$ cat config.mk
export PLATFORM = sky130hd
export DESIGN_NAME = multicycle_alu
export DESIGN_NICKNAME = d
export VERILOG_FILES = /design/src/rtl/alu_pkg.sv /design/src/rtl/alu_iter_unit.sv /design/src/rtl/multicycle_alu.sv
export SDC_FILE = /design/constraint.sdc
export NUM_CORES = 1
export LEC_CHECK = 0
export CAP_MARGIN = 15
export CELL_PAD_IN_SITES_DETAIL_PLACEMENT = 1
export CELL_PAD_IN_SITES_GLOBAL_PLACEMENT = 2
export CORE_MARGIN = 5
export CORE_UTILIZATION = 39
export DETAILED_ROUTE_END_ITERATION = 10
export DONT_BUFFER_PORTS = 1
export GPL_ROUTABILITY_DRIVEN = 0
export PLACE_DENSITY = 0.89
export SETUP_SLACK_MARGIN = 0.02
export SLEW_MARGIN = 20
export SYNTH_ARGS = -nofsm -noshare
export SYNTH_HDL_FRONTEND = slang
export SYNTH_SLANG_ARGS = --single-unit
export TNS_END_PERCENT = 1
$ cat constraint.sdc
create_clock -name clk -period 3.13 [get_ports clk]
set_input_delay 0.7825 -clock clk [delete_from_list [all_inputs] [get_ports clk]]
set_output_delay 0.7825 -clock clk [all_outputs]
set_load 0.01 [all_outputs]
$ cat src/rtl/alu_pkg.sv
// Shared types for the multicycle ALU: opcode encodings and top-level FSM states.
// Optional multiplier is controlled by MULTICYCLE_ALU_MUL_EN (see multicycle_alu.sv).
package alu_pkg;

   typedef enum logic [2:0] {
      OP_FWD = 3'b000,
      OP_ADD = 3'b001,
      OP_AND = 3'b010,
      OP_OR  = 3'b011,
      OP_ROR = 3'b100,
      OP_MUL = 3'b101,
      OP_SRA = 3'b110,
      OP_SHL = 3'b111
   } alu_op_t;

   typedef enum logic {
      IDLE = 1'b0,
      EXEC = 1'b1
   } alu_state_t;

endpackage

$ cat src/rtl/alu_iter_unit.sv
// Iterative datapath: one rotate/shift bit or one multiplier bit per EXEC cycle.
// Loaded on the edge the top accepts a request; 'last' flags the final EXEC cycle and
// 'result' is the value the accumulator takes on that cycle's edge.
// The shift-add multiplier exists only when MULTICYCLE_ALU_MUL_EN is defined.
module alu_iter_unit
   import alu_pkg::*;
#(
   parameter int unsigned WIDTH = 8
) (
   input  logic             clk,
   input  logic             reset_n,
   input  logic             load,
   input  alu_op_t          load_op,
   input  logic [WIDTH-1:0] load_a,
   input  logic [WIDTH-1:0] load_b,
   input  logic             step,
   output logic             last,
   output logic [WIDTH-1:0] result
);

   localparam int unsigned SW = $clog2(WIDTH);
   localparam int unsigned CW = SW + 1;
   localparam logic [WIDTH-1:0] W_VEC = WIDTH'(WIDTH);
   localparam logic [CW-1:0]    W_CNT = CW'(WIDTH);

   alu_op_t          op_q;
   logic [WIDTH-1:0] acc_q;
   logic [CW-1:0]    count_q;
   logic             active_q;   // amount was non-zero; otherwise steps leave acc untouched
   logic             right_q;    // SHL direction, from the sign of DATA2
   logic [CW-1:0]    amt;
   logic [WIDTH-1:0] mag;
   logic [WIDTH-1:0] step_val;

`ifdef MULTICYCLE_ALU_MUL_EN
   logic [WIDTH-1:0] mcand_q;
   logic [WIDTH-1:0] mplier_q;
`endif

   // Decode the shift amount (cycle count) from the incoming request.
   always_comb begin
      mag = load_b[WIDTH-1] ? -load_b : load_b;
      amt = '0;
      case (load_op)
         OP_ROR: amt = CW'(load_b[SW-1:0]);
         OP_SRA: amt = (load_b >= W_VEC) ? W_CNT : CW'(load_b[SW-1:0]);
         OP_SHL: amt = (mag >= W_VEC) ? W_CNT : CW'(mag[SW-1:0]);
`ifdef MULTICYCLE_ALU_MUL_EN
         OP_MUL: amt = W_CNT;
`endif
         default: amt = '0;
      endcase
   end

   // One iteration of the selected operation applied to the accumulator.
   always_comb begin
      step_val = acc_q;
      if (active_q) begin
         case (op_q)
            OP_ROR: step_val = {acc_q[0], acc_q[WIDTH-1:1]};
            OP_SRA: step_val = {acc_q[WIDTH-1], acc_q[WIDTH-1:1]};
            OP_SHL: step_val = right_q ? {1'b0, acc_q[WIDTH-1:1]} : {acc_q[WIDTH-2:0], 1'b0};
`ifdef MULTICYCLE_ALU_MUL_EN
            OP_MUL: step_val = mplier_q[0] ? (acc_q + mcand_q) : acc_q;
`endif
            default: step_val = acc_q;
         endcase
      end
   end

   assign result = step_val;
   assign last   = (count_q == CW'(1));

   // Accumulator, counter and mode registers.
   always_ff @(posedge clk or negedge reset_n) begin
      if (!reset_n) begin
         op_q     <= OP_FWD;
         acc_q    <= '0;
         count_q  <= '0;
         active_q <= 1'b0;
         right_q  <= 1'b0;
      end else if (load) begin
         op_q     <= load_op;
         acc_q    <= (load_op == OP_MUL) ? '0 : load_a;
         count_q  <= (amt == '0) ? CW'(1) : amt;
         active_q <= (amt != '0);
         right_q  <= load_b[WIDTH-1];
      end else if (step) begin
         acc_q    <= step_val;
         count_q  <= count_q - CW'(1);
      end
   end

`ifdef MULTICYCLE_ALU_MUL_EN
   // Multiplicand moves left and multiplier right, consuming one multiplier bit per step.
   always_ff @(posedge clk or negedge reset_n) begin
      if (!reset_n) begin
         mcand_q  <= '0;
         mplier_q <= '0;
      end else if (load) begin
         mcand_q  <= load_a;
         mplier_q <= load_b;
      end else if (step) begin
         mcand_q  <= {mcand_q[WIDTH-2:0], 1'b0};
         mplier_q <= {1'b0, mplier_q[WIDTH-1:1]};
      end
   end
`endif

endmodule

$ cat src/rtl/multicycle_alu.sv
// Multicycle ALU top: IDLE/EXEC FSM, operand latches and registered result/flags.
// Define MULTICYCLE_ALU_MUL_EN to build the shift-add multiplier; without it SELECT=101
// finishes in one cycle with RESULT=0.
module multicycle_alu
   import alu_pkg::*;
#(
   parameter int unsigned WIDTH = 8
) (
   input  logic             clk,
   input  logic             reset_n,
   input  logic             start,
   input  logic [2:0]       select,
   input  logic [WIDTH-1:0] data1,
   input  logic [WIDTH-1:0] data2,
   output logic [WIDTH-1:0] result,
   output logic             zero,
   output logic             busy,
   output logic             done
);

   alu_state_t       state_q, state_d;
   alu_op_t          sel_q;
   logic [WIDTH-1:0] a_q, b_q;
   logic [WIDTH-1:0] result_q, result_d;
   logic             zero_q, zero_d;
   logic             busy_q, busy_d;
   logic             done_q, done_d;
   logic             accept;
   logic             iter_last;
   logic [WIDTH-1:0] iter_result;
   logic [WIDTH-1:0] exec_result;

   alu_iter_unit #(
      .WIDTH (WIDTH)
   ) u_iter (
      .clk     (clk),
      .reset_n (reset_n),
      .load    (accept),
      .load_op (alu_op_t'(select)),
      .load_a  (data1),
      .load_b  (data2),
      .step    (state_q == EXEC),
      .last    (iter_last),
      .result  (iter_result)
   );

   // Select the value written to RESULT on the final EXEC cycle.
   always_comb begin
      exec_result = '0;
      case (sel_q)
         OP_FWD: exec_result = b_q;
         OP_ADD: exec_result = a_q + b_q;
         OP_AND: exec_result = a_q & b_q;
         OP_OR:  exec_result = a_q | b_q;
         OP_ROR: exec_result = iter_result;
         OP_SRA: exec_result = iter_result;
         OP_SHL: exec_result = iter_result;
`ifdef MULTICYCLE_ALU_MUL_EN
         OP_MUL: exec_result = iter_result;
`else
         OP_MUL: exec_result = '0;
`endif
      endcase
   end

   // Next-state and output logic; DONE is a one-cycle pulse on the finishing edge.
   always_comb begin
      state_d  = state_q;
      result_d = result_q;
      zero_d   = zero_q;
      busy_d   = busy_q;
      done_d   = 1'b0;
      accept   = 1'b0;
      unique case (state_q)
         IDLE: begin
            if (start) begin
               accept  = 1'b1;
               state_d = EXEC;
               busy_d  = 1'b1;
            end
         end
         EXEC: begin
            if (iter_last) begin
               result_d = exec_result;
               zero_d   = (exec_result == '0);
               done_d   = 1'b1;
               busy_d   = 1'b0;
               state_d  = IDLE;
            end
         end
      endcase
   end

   // State, flag and result registers.
   always_ff @(posedge clk or negedge reset_n) begin
      if (!reset_n) begin
         state_q  <= IDLE;
         result_q <= '0;
         zero_q   <= 1'b1;
         busy_q   <= 1'b0;
         done_q   <= 1'b0;
      end else begin
         state_q  <= state_d;
         result_q <= result_d;
         zero_q   <= zero_d;
         busy_q   <= busy_d;
         done_q   <= done_d;
      end
   end

   // Operand latches; only written when a request is accepted in IDLE.
   always_ff @(posedge clk or negedge reset_n) begin
      if (!reset_n) begin
         sel_q <= OP_FWD;
         a_q   <= '0;
         b_q   <= '0;
      end else if (accept) begin
         sel_q <= alu_op_t'(select);
         a_q   <= data1;
         b_q   <= data2;
      end
   end

   assign result = result_q;
   assign zero   = zero_q;
   assign busy   = busy_q;
   assign done   = done_q;

endmodule

==> summary.md <==
| Metric | Value |
|---|---|
| Reg2Reg Capture Point | result[6] |
| Routed WL | 10250 um |
| Pwr per Cell Area | around 1100 nW/um2 |
| CTS sink count | 44 |
| CTS Buf Count | 5 |
| Setup repair after global routing missed its margin | false |
| Avg Synthesized Cell Area | about 8.5 um2 |
| Number of flops mapped to enable cells by yosys | 0 |
| Multiplexer share of the synthesized area | roughly 1.6% |
| Number of inserted diodes | 0 |
| Residual DRC | 0 |
| Setup Fix Bufs, Post-CTS | 0 |
| Total die area | 10360 um2 |
| Proportion of synthesized flip-flops having asynchronous set or reset | 100.0% |
| CTS root buffer | sky130_fd_sc_hd__clkbuf_8 |
| Crit Reg-Reg Startpoint | b_q[0] |
| Number of iterations in the first detailed-routing pass | 4 |
| I/O pin total | 33 |
| Max Transition Viols Final | 0 |
| Post-synthesis share of cell area spent on xor and xnor gates | under 10% |
| Final #Nets | between 400 and 500 |
| Total negative slack for setup checks | 0 ns |
| Minimum clock period after layout | about 2.5 ns |
| Result of the run | complete, no violations |
| Aggregate global routing overflow | 0 |
| Combinational family with the most area after synthesis | compound AO/OA/AOI/OAI gates |
| Crit start category | flip-flop |
| Final setup vio count | 0 |
| Number of global-route vias before repair | around 3.2k |
| Clock Tree Buf Depth | 2 |
| Net count of the mapped netlist | 430 |
| DRT antenna net count | 0 |
| Post-DP HPWL | 7774 um |
| Average wire per standard cell | approximately 21 um |
| Maxcap violations | 0 |
| Leading cell type by number of instances after synthesis | sky130_fd_sc_hd__nand2_1 |
| Antenna violations before repair | 1 |
| Slew at the pin closest to its max-slew limit | 0.6589 ns |
| Setup Slack @ Placement | 0.5681 ns |
| Final Hold Vio Count | 0 |
| Highest attainable clock frequency | between 400 and 500 MHz |
| YS warnings | 0 |
| Clock skew after layout | around 0.007 ns |
| Top cell type by total area after synthesis | sky130_fd_sc_hd__dfrtp_1 |
| Seq/Total Area, Yosys | roughly a third |
| Unique masters post-synth | 75 |
| VDD IR-drop max | 0.0003087 V |
| Cells after synthesis | 387 |
| Standard-cell rows | 33 |
| Worst-path clk slew | about 0.1 ns |
| Worst Path Max Fanout | 4 |
| Final period util | 79.51% |
| Area fraction of the dominant cell type after synthesis | about a third |
| Path class of the lowest-slack min-delay path | in -> async |
| TritonCTS clock tree | built |
| First-pass GRT wire length | between 15000 and 20000 um |
| Static leakage | ~1.5 nW |
| Iter 0 DRT Violations | between 150 and 200 |
| Startpoint-to-endpoint class of the critical path | reg -> reg |
| Largest net degree at the start of global routing | 45 |
| Initial core utilization | 39.99% |
| Post-detailed-route via-to-cell ratio | ~6 |
| Gates resized, CTS repair | 0 |
| Synth Area in Adders | under 10% |
| GRT Resource Usage Total | a little over a fifth |
| Setup slack, reg-to-reg | 0.64 ns |
| Routed vias | 2945 |
| Share of the synthesized area in compound gates (AO/OA/AOI/OAI) | 27.42% |
| Height of the die | roughly 100 um |
| Worst endpoint required time | about 3.3 ns |
| Quantity of hold-fixing buffers added after cts | 0 |
| Area growth, synth to finish | 6.931% |
| Commonest cells post-synth | sky130_fd_sc_hd__nand2_1, sky130_fd_sc_hd__dfrtp_1, sky130_fd_sc_hd__inv_1 |
| Insertion delay to the later sink of the worst-skew pair | roughly 0.31 ns |
| Synthesis-stage register bit count | 44 |
| Worst-case headroom to the max-slew limit | around 56% |
| Core occupancy in the finished layout | between 40% and 50% |
| Worst endpoint data arrival time | 2.68 ns |
| Dominant register cell in the synthesized netlist | sky130_fd_sc_hd__dfrtp_1 |
| Number of port buffers | 0 |
| Fillers | about 1000 |
| Simple-gate share of the synthesized area | 20.34% |
| Die Wd | a little over 100 um |
| Mapped cell area | about 3300 um2 |
| H-tree depth reported by CTS | 2 |
| Core ar. | approximately 8000 um2 |
| Area contributors post-synth | sky130_fd_sc_hd__dfrtp_1, sky130_fd_sc_hd__ha_1, sky130_fd_sc_hd__nand2_1 |
| Worst path setup slack after routing | between 0.6 and 0.7 ns |
| CP Capture Type | flip-flop |
| Cell count of the worst reg-to-reg path | 8 |
| Ratio of cells with drive above 1 in the final layout | ~8.7% |
==> how the worst max path moves through the flow <==
stage               cells past startpoint      from           endpoint  slack (ns)
floorplan                               8  data2[0]  u_iter.count_q[1]        0.74
global placement                        8  data2[0]  u_iter.count_q[1]        0.66
detailed placement                      8  data2[0]  u_iter.count_q[1]        0.57
CTS                                     8    a_q[0]          result[6]        0.65
global route                            8    a_q[0]          result[6]        0.47
finish                                  8    b_q[0]          result[6]        0.64
==> cell usage in the layout (no fill, tap or decap), drive strengths merged, types with 3 or more instances in the layout <==
cell / n
buf: 6
ha: 20
and2: 5
o31ai: 5
a211oi: 3
and3b: 3
o22ai: 7
dfrtp: 43
mux2i: 3
inv: 32
nand2b: 9
a31oi: 3
nor3: 5
xnor2: 4
nor2b: 5
a21oi: 24
xor2: 3
a31o: 3
a221oi: 7
a311oi: 4
o211ai: 4
bufinv: 3
and3: 6
nor2: 21
nand3: 13
a32oi: 3
nand2: 49
clkbuf: 5
o21ai: 32
==> layout make-up <==
| cell class | count | area [um2] | share of cell area, % |
|---|---|---|---|
| repair buffers | 6 | 45.04 | 1.282 |
| flip-flops and latches | 44 | 1102 | 31.37 |
| clock inverters | 3 | 90.09 | 2.564 |
| clock buffers | 5 | 68.82 | 1.959 |
| multi-input cells | 290 | 1956 | 55.66 |
| well taps | 105 | 131.4 | 3.739 |
| inverters | 32 | 120.1 | 3.419 |
==> stage by stage <==
stage / std cells / instance area (um2) / power, W / hold slack (ns)
final: 485 / 3513 / 0.003983 / 0.1605
after global routing: 485 / 3513 / 0.004304 / 0.1463
after CTS: 485 / 3513 / 0.003979 / 0.1591
after detailed placement: 477 / 3354 / 0.003346 / 0.4881
after global placement: 477 / 3354 / 0.003252 / 0.4881
after floorplan: 387 / 3286 / 0.002773 / 0.4869
==> critical path, cell delays in order (launching register included) <==
cell and delay [ns]:
sky130_fd_sc_hd__dfrtp_1 0.41, sky130_fd_sc_hd__ha_1 0.26, sky130_fd_sc_hd__fa_1 0.43, sky130_fd_sc_hd__a211oi_1 0.40, sky130_fd_sc_hd__o21bai_1 0.13, sky130_fd_sc_hd__a21oi_1 0.19, sky130_fd_sc_hd__xnor2_1 0.08, sky130_fd_sc_hd__a22o_1 0.22
sky130_fd_sc_hd__mux2_2 0.26
==> state kept, by name, indices dropped and copies added, names as in the netlist <==
| register | cells |
|---|---|
| a_q | 8 |
| b_q | 8 |
| busy | 1 |
| done | 1 |
| result | 8 |
| state_q | 1 |
| u_iter.acc_q | 8 |
| u_iter.active_q | 1 |
| u_iter.count_q | 4 |
| u_iter.op_q | 3 |
| zero | 1 |
==> power breakdown <==
part / internal [W] / switching (W)
sequential: 0.000844 / 0.000376
clock: 0.000399 / 0.000221
combinational: 0.000890 / 0.00125
==> cell families (layout without fill, tap and decap cells) <==
group | count (synthesis) | after routing
flip-flops | 44 | 44
multiplexers | 5 | 5
adder cells (fa/ha/maj) | 21 | 21
AO/OA/AOI/OAI | 124 | 124
buffers and inverters | 53 | 46
XOR/XNOR | 7 | 7
AND/OR/NAND/NOR | 133 | 133
==> routing by layer <==
layer  wire length (um)  global-route usage (%)  share of wire, %
met4                199                   6.135               1.9
met1               4718                   27.76                46
met3                440                   3.994               4.3
met5                  7                       0             0.068
met2               4887                   35.11                48
Power figures use the tool's default switching activity.
